`config.mk`:
```
export PLATFORM = sky130hd
export DESIGN_NAME = pong_renderer
export DESIGN_NICKNAME = d
export VERILOG_FILES = /design/src/rtl/pong_pkg.sv /design/src/rtl/pong_renderer_rect_hit.sv /design/src/rtl/pong_renderer.sv
export SDC_FILE = /design/constraint.sdc
export NUM_CORES = 1
export LEC_CHECK = 0
export ABC_AREA = 0
export CORE_MARGIN = 5
export CORE_UTILIZATION = 50
export DETAILED_ROUTE_END_ITERATION = 16
export PLACE_DENSITY = 0.77
export SLEW_MARGIN = 10
export SYNTH_ARGS = -nofsm -noshare
export SYNTH_HDL_FRONTEND = slang
export SYNTH_SLANG_ARGS = --single-unit
```
`constraint.sdc`:
```
create_clock -name clk_i -period 5.3 [get_ports clk_i]
set_clock_uncertainty 0.15 [all_clocks]
set_input_delay 1.06 -clock clk_i [delete_from_list [all_inputs] [get_ports clk_i]]
set_output_delay 1.06 -clock clk_i [all_outputs]
set_load 0.05 [all_outputs]
```
`src/rtl/pong_pkg.sv`:
```
// Shared types, colours and screen geometry for the pong pixel pipeline.
// Geometry macros are defaulted here so a build can override them with +define+.
`ifndef X_POS_W
`define X_POS_W 10
`endif
`ifndef Y_POS_W
`define Y_POS_W 10
`endif
`ifndef SCREEN_H_RES
`define SCREEN_H_RES 640
`endif
`ifndef SCREEN_V_RES
`define SCREEN_V_RES 480
`endif
`ifndef SCREEN_BORDER
`define SCREEN_BORDER 3
`endif
`ifndef PADDLE_WIDTH
`define PADDLE_WIDTH 10
`endif
`ifndef PADDLE_HEIGHT
`define PADDLE_HEIGHT 60
`endif
`ifndef BALL_SIDE
`define BALL_SIDE 8
`endif

package pong_pkg;
   localparam int X_W  = `X_POS_W;
   localparam int Y_W  = `Y_POS_W;
   localparam int CH_W = 8;

   typedef struct packed {
      logic [CH_W-1:0] r;
      logic [CH_W-1:0] g;
      logic [CH_W-1:0] b;
   } rgb_t;

   // Colours are held at 8 bits per channel; the top keeps the MSBs it needs.
   localparam rgb_t COL_BLACK  = '{r: 8'h00, g: 8'h00, b: 8'h00};
   localparam rgb_t COL_WHITE  = '{r: 8'hFF, g: 8'hFF, b: 8'hFF};
   localparam rgb_t COL_GREY   = '{r: 8'h80, g: 8'h80, b: 8'h80};
   localparam rgb_t COL_BALL   = COL_WHITE;
   localparam rgb_t COL_PADDLE = COL_WHITE;
   localparam rgb_t COL_BORDER = COL_GREY;
   localparam rgb_t COL_NET    = COL_GREY;
   localparam rgb_t COL_BG     = COL_BLACK;

   typedef enum logic [2:0] {
      OBJ_NONE,
      OBJ_BG,
      OBJ_BORDER,
      OBJ_NET,
      OBJ_PADDLE,
      OBJ_BALL
   } object_id_t;

   typedef struct packed {
      logic [X_W-1:0] x;
      logic [Y_W-1:0] y;
   } obj_pos_t;

   function automatic rgb_t obj_colour(object_id_t id);
      rgb_t c;
      case (id)
         OBJ_BALL:   c = COL_BALL;
         OBJ_PADDLE: c = COL_PADDLE;
         OBJ_BORDER: c = COL_BORDER;
         OBJ_NET:    c = COL_NET;
         OBJ_BG:     c = COL_BG;
         default:    c = COL_BLACK;
      endcase
      return c;
   endfunction
endpackage

```
`src/rtl/pong_renderer_rect_hit.sv`:
```
// Combinational rectangle hit test; bounds are formed one bit wider than the
// position fields so an object near the top of the coordinate range never wraps.
module rect_hit
   import pong_pkg::*;
#(
   parameter int XW = X_W,
   parameter int YW = Y_W,
   parameter int W  = 8,
   parameter int H  = 8
) (
   input  logic [XW-1:0] px,
   input  logic [YW-1:0] py,
   input  logic [XW-1:0] x,
   input  logic [YW-1:0] y,
   output logic          hit
);
   logic [XW:0] x_end;
   logic [YW:0] y_end;

   assign x_end = {1'b0, x} + (XW+1)'(W);
   assign y_end = {1'b0, y} + (YW+1)'(H);

   assign hit = (px >= x) && ({1'b0, px} < x_end) &&
                (py >= y) && ({1'b0, py} < y_end);
endmodule

```
`src/rtl/pong_renderer.sv`:
```
// Two-stage pixel renderer: frame-latched object positions -> hit flags -> colour.
// Optional dashed centre net is built only when CENTER_NET_EN is defined.
module pong_renderer
   import pong_pkg::*;
#(
   parameter int   RGB_W       = 4,
   parameter logic SYNC_ACTIVE = 1'b0,
   parameter int   NET_DASH    = 16
) (
   input  logic             clk_i,
   input  logic             rst_i,
   input  logic             new_frame_i,
   input  logic [X_W-1:0]   pixel_x_i,
   input  logic [Y_W-1:0]   pixel_y_i,
   input  logic             video_on_i,
   input  logic             hsync_i,
   input  logic             vsync_i,
   input  logic [X_W-1:0]   player_paddle_x_i,
   input  logic [Y_W-1:0]   player_paddle_y_i,
   input  logic [X_W-1:0]   pc_paddle_x_i,
   input  logic [Y_W-1:0]   pc_paddle_y_i,
   input  logic [X_W-1:0]   ball_x_i,
   input  logic [Y_W-1:0]   ball_y_i,
   output logic [RGB_W-1:0] red_o,
   output logic [RGB_W-1:0] green_o,
   output logic [RGB_W-1:0] blue_o,
   output logic             hsync_o,
   output logic             vsync_o
);
   localparam int STAGES = 2;

   if (NET_DASH < 2 || (NET_DASH & (NET_DASH - 1)) != 0) begin : g_net_dash_chk
      $error("NET_DASH must be a power of two >= 2");
   end

   // Positions are only sampled at the frame strobe so a frame never tears.
   obj_pos_t sh_player, sh_pc, sh_ball;

   always_ff @(posedge clk_i) begin
      if (!rst_i) begin
         sh_player <= '0;
         sh_pc     <= '0;
         sh_ball   <= '0;
      end else if (new_frame_i) begin
         sh_player <= '{x: player_paddle_x_i, y: player_paddle_y_i};
         sh_pc     <= '{x: pc_paddle_x_i,     y: pc_paddle_y_i};
         sh_ball   <= '{x: ball_x_i,          y: ball_y_i};
      end
   end

   logic hit_player, hit_pc, hit_ball, hit_border, hit_net;

   rect_hit #(.W(`PADDLE_WIDTH), .H(`PADDLE_HEIGHT)) u_hit_player (
      .px(pixel_x_i), .py(pixel_y_i), .x(sh_player.x), .y(sh_player.y), .hit(hit_player)
   );
   rect_hit #(.W(`PADDLE_WIDTH), .H(`PADDLE_HEIGHT)) u_hit_pc (
      .px(pixel_x_i), .py(pixel_y_i), .x(sh_pc.x), .y(sh_pc.y), .hit(hit_pc)
   );
   rect_hit #(.W(`BALL_SIDE), .H(`BALL_SIDE)) u_hit_ball (
      .px(pixel_x_i), .py(pixel_y_i), .x(sh_ball.x), .y(sh_ball.y), .hit(hit_ball)
   );

   localparam logic [Y_W-1:0] BORDER_TOP = Y_W'(`SCREEN_BORDER);
   localparam logic [Y_W-1:0] BORDER_BOT = Y_W'(`SCREEN_V_RES - `SCREEN_BORDER);

   assign hit_border = (pixel_y_i < BORDER_TOP) || (pixel_y_i >= BORDER_BOT);

`ifdef CENTER_NET_EN
   localparam int             NET_BIT = $clog2(NET_DASH) - 1;
   localparam logic [X_W-1:0] NET_X0  = X_W'(`SCREEN_H_RES / 2);
   localparam logic [X_W-1:0] NET_X1  = X_W'(`SCREEN_H_RES / 2 + 1);

   // (py % NET_DASH) < NET_DASH/2 reduces to the top bit of the dash slice being 0.
   assign hit_net = ((pixel_x_i == NET_X0) || (pixel_x_i == NET_X1)) && !pixel_y_i[NET_BIT];
`else
   assign hit_net = 1'b0;
`endif

   logic [STAGES:0] vld_pipe;
   assign vld_pipe[0] = 1'b1;

   always_ff @(posedge clk_i) begin
      if (!rst_i) vld_pipe[STAGES:1] <= '0;
      else        vld_pipe[STAGES:1] <= vld_pipe[STAGES-1:0];
   end

   logic s1_ball, s1_paddle, s1_border, s1_net, s1_von, s1_hs, s1_vs;

   always_ff @(posedge clk_i) begin
      if (!rst_i) begin
         s1_ball   <= 1'b0;
         s1_paddle <= 1'b0;
         s1_border <= 1'b0;
         s1_net    <= 1'b0;
         s1_von    <= 1'b0;
         s1_hs     <= ~SYNC_ACTIVE;
         s1_vs     <= ~SYNC_ACTIVE;
      end else begin
         s1_ball   <= hit_ball;
         s1_paddle <= hit_player | hit_pc;
         s1_border <= hit_border;
         s1_net    <= hit_net;
         s1_von    <= video_on_i;
         s1_hs     <= hsync_i;
         s1_vs     <= vsync_i;
      end
   end

   object_id_t obj;
   rgb_t       pix;

   always_comb begin
      obj = OBJ_NONE;
      if (s1_von && vld_pipe[1]) begin
         if (s1_ball)        obj = OBJ_BALL;
         else if (s1_paddle) obj = OBJ_PADDLE;
         else if (s1_border) obj = OBJ_BORDER;
         else if (s1_net)    obj = OBJ_NET;
         else                obj = OBJ_BG;
      end
      pix = obj_colour(obj);
   end

   always_ff @(posedge clk_i) begin
      if (!rst_i) begin
         red_o   <= '0;
         green_o <= '0;
         blue_o  <= '0;
         hsync_o <= ~SYNC_ACTIVE;
         vsync_o <= ~SYNC_ACTIVE;
      end else begin
         red_o   <= pix.r[CH_W-1 -: RGB_W];
         green_o <= pix.g[CH_W-1 -: RGB_W];
         blue_o  <= pix.b[CH_W-1 -: RGB_W];
         hsync_o <= vld_pipe[1] ? s1_hs : ~SYNC_ACTIVE;
         vsync_o <= vld_pipe[1] ? s1_vs : ~SYNC_ACTIVE;
      end
   end
endmodule

```
==> results.yml, run 1 <==
status:
  status: "complete, no violations"
die:
  die_h_microns: 118
  initial_utilization_pct: 50.8
  die-area_sq_um: 13900
  fp.dieW_microns: 118
  core-area_sq_um: 11400
  ios: 100
  rows: 39
clock_network:
  cts_root_buf: "clkbuf_16"
  cts_tree: "built"
  cts_setup_buffers: 0
  cts_made_buffers: 9
  cts_resized: 0
  cts_hold_buffers: 0
  clk_pin_slew_ns: 0.06
  clk_latency_ns: 0.35
  ctsHtreeMaxLevel: 3
  cts_sinks: 71
  clockBufferDepth: 2
place:
  io_buffers: 99
  place_area_sq_um: 6830
  placed_cells: 855
  hpwl_microns: 10700
  globalplace.congestion: 0.842
synth:
  yosysTopAreaCellShare_pct: 24.6
  ys_types: 55
  synth.most_common_cell: "ha_1"
  yosysWarnings: 0
  syn_avg_cell_area_sq_um: 9.11
  ys_async_sr_fraction_pct: 0
  synth_mux_area_share_pct: 10.3
  yosys-top-cells-area: "ha_1 (25%), dfxtp_1 (24%), mux2i_1 (10%)"
  synth_compound_area_share_pct: 13.5
  seq_area_frac_synth_pct: 24.5
  synthXorXnorAreaFrac_pct: 5.43
  synth_top_family_by_area: "adder cells"
  yosysTopAreaCell: "ha_1"
  dominantRegCellSynth: "dfxtp_1"
  synth_edf_count: 0
  netlist_instances: 637
  synthAdderAreaFrac_pct: 24.6
  synth_commonest_cells: "ha_1 (114), dfxtp_1 (71), nor2b_1 (68)"
  synthesis.nets: 837
  yosys.area_share.simple_pct: 15.4
  synth_area_sq_um: 5810
  synth_seq_cells: 71
cells_and_area:
  drive_above_1_share_pct: 3.98
  multiInputGateArea_sq_um: 4020
  antennaDiodeCount: 0
  area.growth.synth_to_final_pct: 23.0
  final-seq-area_sq_um: 1420
  final_nets: 923
  instances_no_fill: 871
  final.fill_count: 981
  final_cell_area_sq_um: 7140
global_route:
  globalRouteOverflowTotal: 0
  grt_pass1_vias: 4938
  grt_pass1_wl_microns: 22700
  grt_max_degree: 73
  antenna_found_initial: 0
  grt_usage_pct: 19.5
routing:
  vias: 4711
  drtIter0Drc: 146
  drcViolationCount: 0
  wirelength_microns: 13400
  dr.pass1.iters: 4
  via_per_inst: 5.41
  detail_route.wl_per_cell_microns: 15.4
  ant_nets: 0
worst_setup_path:
  cp_num_cells: 8
  cp.required_ns: 5.43
  max_stage_delay_ns: 0.58
  critPathLaunchType: "primary input"
  rr_endpoint: "s1_paddle$_SDFF_PN0_"
  reg2reg_slack_ns: 2.58
  worstRegToRegCells: 9
  arrival_ns: 3.25
  cp_cell_sequence: "clkdlybuf4s50_1 > ha_1 > a21oi_1 > nand2_1 > a2111o_4 > o221ai_1 > nand3_1 > o22ai_2"
  crit-reg2reg-launch: "sh_pc[2]$_SDFFE_PN0P_"
  crit_type: "in2reg"
  critPathSlowestCell: "clkdlybuf4s50_1"
  setup.worst_path.start: "pixel_x_i[6]"
  path_buf_inv: 1
  timing.critical_path.to: "s1_paddle$_SDFF_PN0_"
  crit_path_max_fanout: 6
  end_kind: "flop"
  critPathTopFamily: "compound AO/OA/AOI/OAI gates"
sta:
  setup_tns_ns: 0
  post-route-min-period_ns: 3.12
  report.final.slew_viol_count: 0
  hold_slack_ns: 0.260
  setup_viol: 0
  hold_viol: 0
  fmax_ghz: 0.320
  fin_crit_sh_pct: 58.9
  tightest_slew_ns: 0.997
  slew_headroom_pct: 33.5
  grt_setup_unrepaired: "no"
pwr:
  power.leakage_uw: 0.00301
  total_power_uw: 1630
  powerDensity_nw_per_um2: 229
  peakVddDrop_mv: 0.235
flow_run:
  maxCapViolCount: 0
min_path:
  worstHoldStart: "s1_vs$_SDFF_PN1_"
  hold_class: "reg2reg"
[where the power goes]
| group | switching [uW] | internal (uW) |
|---|---|---|
| Clock | 245 | 378 |
| Sequential | 30.6 | 565 |
| Combinational | 197 | 216 |
| Total | 473 | 1160 |
[through the flow]
step	setup slack [ns]	utilization (%)
final	2.18	62.5
after global routing	2.01	62.5
after CTS	2.18	62.5
after detailed placement	1.82	59.8
after global placement	1.89	59.8
after floorplan	2.63	-
[area by class of cell]
cell class / count / share of cell area (%)
inverters: 61 / 3.22
flip-flops and latches: 71 / 19.9
multi-input cells: 481 / 56.3
well taps: 143 / 2.51
clock buffers: 10 / 3.35
clock inverters: 6 / 0.964
repair buffers: 99 / 13.8
[state kept, by name, indices dropped and copies added, names as in the netlist, 2 cells and up]
register	cells
sh_player	20
sh_ball	20
sh_pc	20
red_o	2
[worst reg2reg max path: stages (launching register included)]
cell and delay (ns):
dfxtp_1 0.39, inv_1 0.09, ha_1 0.24, a211oi_1 0.34, xnor2_1 0.17, ha_1 0.27, a2111o_1 0.38, o311ai_0 0.32
nand4b_1 0.19, o22ai_2 0.11
[layer usage]
| layer | GRT usage [%] | share of wire [%] | vias to the layer above |
|---|---|---|---|
| met5 | 0 | 0 | - |
| met4 | 8.24 | 2.6 | 0 |
| met3 | 3.70 | 3.5 | 22 |
| met2 | 34.7 | 49 | 81 |
| met1 | 22.7 | 45 | 2173 |
| li1 | - | - | 2435 |
[cell usage in the layout, fill, tap and decap left out, types with 2 or more instances in the layout]
| master | n |
|---|---|
| a2111oi_0 | 3 |
| a211o_1 | 2 |
| a211oi_1 | 7 |
| a21o_1 | 6 |
| a21oi_1 | 30 |
| a31oi_1 | 5 |
| and3_1 | 5 |
| clkbuf_16 | 9 |
| clkdlybuf4s50_1 | 97 |
| clkinvlp_4 | 4 |
| dfxtp_1 | 71 |
| ha_1 | 114 |
| inv_1 | 58 |
| inv_2 | 2 |
| mux2i_1 | 60 |
| nand2_1 | 21 |
| nand2b_1 | 8 |
| nand3_1 | 16 |
| nand3b_1 | 2 |
| nand4_1 | 5 |
| nor2_1 | 10 |
| nor2b_1 | 68 |
| nor3_1 | 8 |
| nor3b_1 | 2 |
| o2111a_1 | 2 |
| o2111ai_1 | 3 |
| o211ai_1 | 4 |
| o21a_1 | 13 |
| o21ai_0 | 21 |
| o21ai_1 | 4 |
| o221ai_1 | 3 |
| o32ai_1 | 2 |
| or4_1 | 2 |
| xnor2_1 | 34 |
| xor2_1 | 2 |
[how the worst min path moves through the flow]
| stage | cells past startpoint | slack (ns) | endpoint |
|---|---|---|---|
| after floorplan | 1 | 0.24 | hsync_o$_SDFF_PN1_ |
| after global routing | 1 | 0.29 | hsync_o$_SDFF_PN1_ |
| after detailed placement | 1 | 0.26 | vsync_o$_SDFF_PN1_ |
| after global placement | 1 | 0.25 | hsync_o$_SDFF_PN1_ |
| final | 1 | 0.26 | vsync_o$_SDFF_PN1_ |
| after CTS | 1 | 0.27 | vsync_o$_SDFF_PN1_ |
[cell families after synthesis]
| logic type | after synthesis |
|---|---|
| multiplexers | 60 |
| buffers and inverters | 85 |
| adder cells (fa/ha/maj) | 114 |
| XOR/XNOR | 36 |
| AND/OR/NAND/NOR | 156 |
| AO/OA/AOI/OAI | 115 |
| flip-flops | 71 |
Power figures use the tool's default switching activity.
==> inputs of run 2 (changes only) <==
==> constraint.sdc (replaced) <==
create_clock -name clk_i -period 3.17 [get_ports clk_i]
set_clock_uncertainty 0.15 [all_clocks]
set_input_delay 0.634 -clock clk_i [delete_from_list [all_inputs] [get_ports clk_i]]
set_output_delay 0.634 -clock clk_i [all_outputs]
set_load 0.05 [all_outputs]
==> results.yml, run 2 (synthesis gave the netlist of run 1 again) <==
cells_and_area:
  final_nets: 930
  final_cell_mix: "ha_1 (114), clkdlybuf4s50_1 (97), dfxtp_1 (71)"
  instances_no_fill: 878
  antennaDiodeCount: 0
  drive_above_1_share_pct: 4.63
  reg.largest.list: "sh_ball x20, sh_pc x20, sh_player x20"
  layout_commonest_cell: "ha_1"
  area.growth.synth_to_final_pct: 24.2
  final.fill_count: 1035
die:
  core-area_sq_um: 11400
  initial_utilization_pct: 50.8
  die-area_sq_um: 13900
  die_h_microns: 118
  ios: 100
  fp.dieW_microns: 118
  rows: 39
clock_network:
  clk_latency_ns: 0.35
  cts_resized: 0
  cts_made_buffers: 9
  cts_hold_buffers: 0
  clockBufferDepth: 2
  cts_tree: "built"
  cts_setup_buffers: 0
  ctsHtreeMaxLevel: 3
  cts_root_buf: "clkbuf_16"
  cts_sinks: 71
  clk_pin_slew_ns: 0.06
worst_setup_path:
  reg2reg_slack_ns: 0.44
  arrival_ns: 2.86
  rr_endpoint: "s1_ball$_SDFF_PN0_"
  crit_path_max_fanout: 6
  crit_type: "reg2reg"
  worstRegToRegCells: 10
  crit-reg2reg-launch: "sh_ball[3]$_SDFFE_PN0P_"
  end_kind: "flop"
  critPathLaunchType: "flop"
  cp.required_ns: 3.30
global_route:
  grt_pass1_vias: 4958
  globalRouteOverflowTotal: 0
  grt_usage_pct: 20.4
  grt_pass1_wl_microns: 23400
  grt_max_degree: 61
  antenna_found_initial: 0
status:
  status: "complete, no violations"
place:
  hpwl_microns: 11200
  io_buffers: 99
  placed_cells: 862
  globalplace.congestion: 0.901
min_path:
  hold_class: "reg2reg"
  whs_path_depth: 1
  worstHoldStart: "s1_vs$_SDFF_PN1_"
  hold_end: "vsync_o$_SDFF_PN1_"
pwr:
  power.leakage_uw: 0.00307
  powerDensity_nw_per_um2: 392
  peakVddDrop_mv: 0.314
routing:
  via_per_inst: 5.51
  drcViolationCount: 0
  detail_route.wl_per_cell_microns: 16.1
  dr.pass1.iters: 4
  wirelength_microns: 14100
  vias: 4839
  drtIter0Drc: 121
  ant_nets: 0
sta:
  fmax_ghz: 0.367
  setup_viol: 0
  report.final.slew_viol_count: 0
  fin_crit_sh_pct: 86.0
  setup_tns_ns: 0
  post-route-min-period_ns: 2.73
  hold_viol: 0
  slew_headroom_pct: 33.0
  grt_setup_unrepaired: "no"
  tightest_slew_ns: 1.01
flow_run:
  maxCapViolCount: 0
==> run 2: changes by cell type in the layout (fill, tap and decap cells not counted) <==
cell	change
buf_4	+7
clkinvlp_4	-4
clkbuf_1	+2
bufinv_16	+1
clkbuf_8	+1
clkinv_2	+1
inv_6	-1
==> run 2: layout make-up <==
cell class              instances  area [sq um]  area share (%)
repair buffers                106          1040            14.4
clock buffers                  13           260            3.61
well taps                     143           179            2.48
multi-input cells             481          4020            55.7
flip-flops and latches         71          1420            19.7
inverters                      61           230            3.19
clock inverters                 3          65.1           0.902
==> run 2: worst max path at each step <==
| stage | endpoint | start | cells past startpoint | slack [ns] |
|---|---|---|---|---|
| after global placement | s1_paddle$_SDFF_PN0_ | pixel_x_i[4] | 8 | 0.31 |
| final | s1_ball$_SDFF_PN0_ | sh_ball[3]$_SDFFE_PN0P_ | 10 | 0.44 |
| after detailed placement | s1_paddle$_SDFF_PN0_ | pixel_y_i[1] | 8 | 0.21 |
| after global routing | s1_paddle$_SDFF_PN0_ | sh_player[13]$_SDFFE_PN0P_ | 10 | 0.28 |
| after CTS | s1_ball$_SDFF_PN0_ | sh_ball[3]$_SDFFE_PN0P_ | 10 | 0.44 |
| after floorplan | s1_paddle$_SDFF_PN0_ | sh_pc[2]$_SDFFE_PN0P_ | 9 | 0.76 |
==> run 2: worst max-delay path, cell delays in order (launching register included) <==
cell,delay (ns)
dfxtp_1,0.45
ha_1,0.23
and3_1,0.20
nand3_1,0.10
xnor2_1,0.14
ha_1,0.19
or4_1,0.48
a21oi_1,0.15
a31oi_1,0.11
a211o_1,0.31
nor3_2,0.15
==> run 2: layer usage <==
layer | GRT usage, % | up-vias | part of all wire, %
li1 | - | 2446 | -
met1 | 22.9 | 2254 | 43
met2 | 36.7 | 107 | 50
met3 | 4.23 | 32 | 3.9
met4 | 9.10 | 0 | 2.9
met5 | 0 | - | 0
==> run 2: power by group <==
group / total, uW / switching, uW / internal (uW)
Sequential: 996 / 50.6 / 945
Combinational: 705 / 339 / 366
Clock: 1130 / 395 / 731
Total: 2830 / 784 / 2040
==> run 2: through the flow <==
stage | hold slack, ns | utilization, % | setup WS, ns | total power [uW] | area, sq um
3_3_place_gp | 0.244 | 60.3 | 0.314 | 1680 | 6890
2_1_floorplan | 0.241 | - | 0.758 | 1450 | 5810
3_5_place_dp | 0.252 | 60.3 | 0.213 | 1720 | 6890
6_report | 0.261 | 63.1 | 0.443 | 2830 | 7210
5_1_grt | 0.289 | 63.1 | 0.283 | 2990 | 7210
4_1_cts | 0.266 | 63.1 | 0.441 | 2860 | 7210
==> inputs of run 3 (changes only) <==
--- a/config.mk
+++ b/config.mk
@@ -6,6 +6,7 @@
 export NUM_CORES = 1
 export LEC_CHECK = 0
 export ABC_AREA = 0
+export ABC_CLOCK_PERIOD_IN_PS = 3170
 export CORE_MARGIN = 5
 export CORE_UTILIZATION = 50
 export DETAILED_ROUTE_END_ITERATION = 16
==> results of run 3 <==
The final DEF is identical to that of run 2; final timing and power are the same.
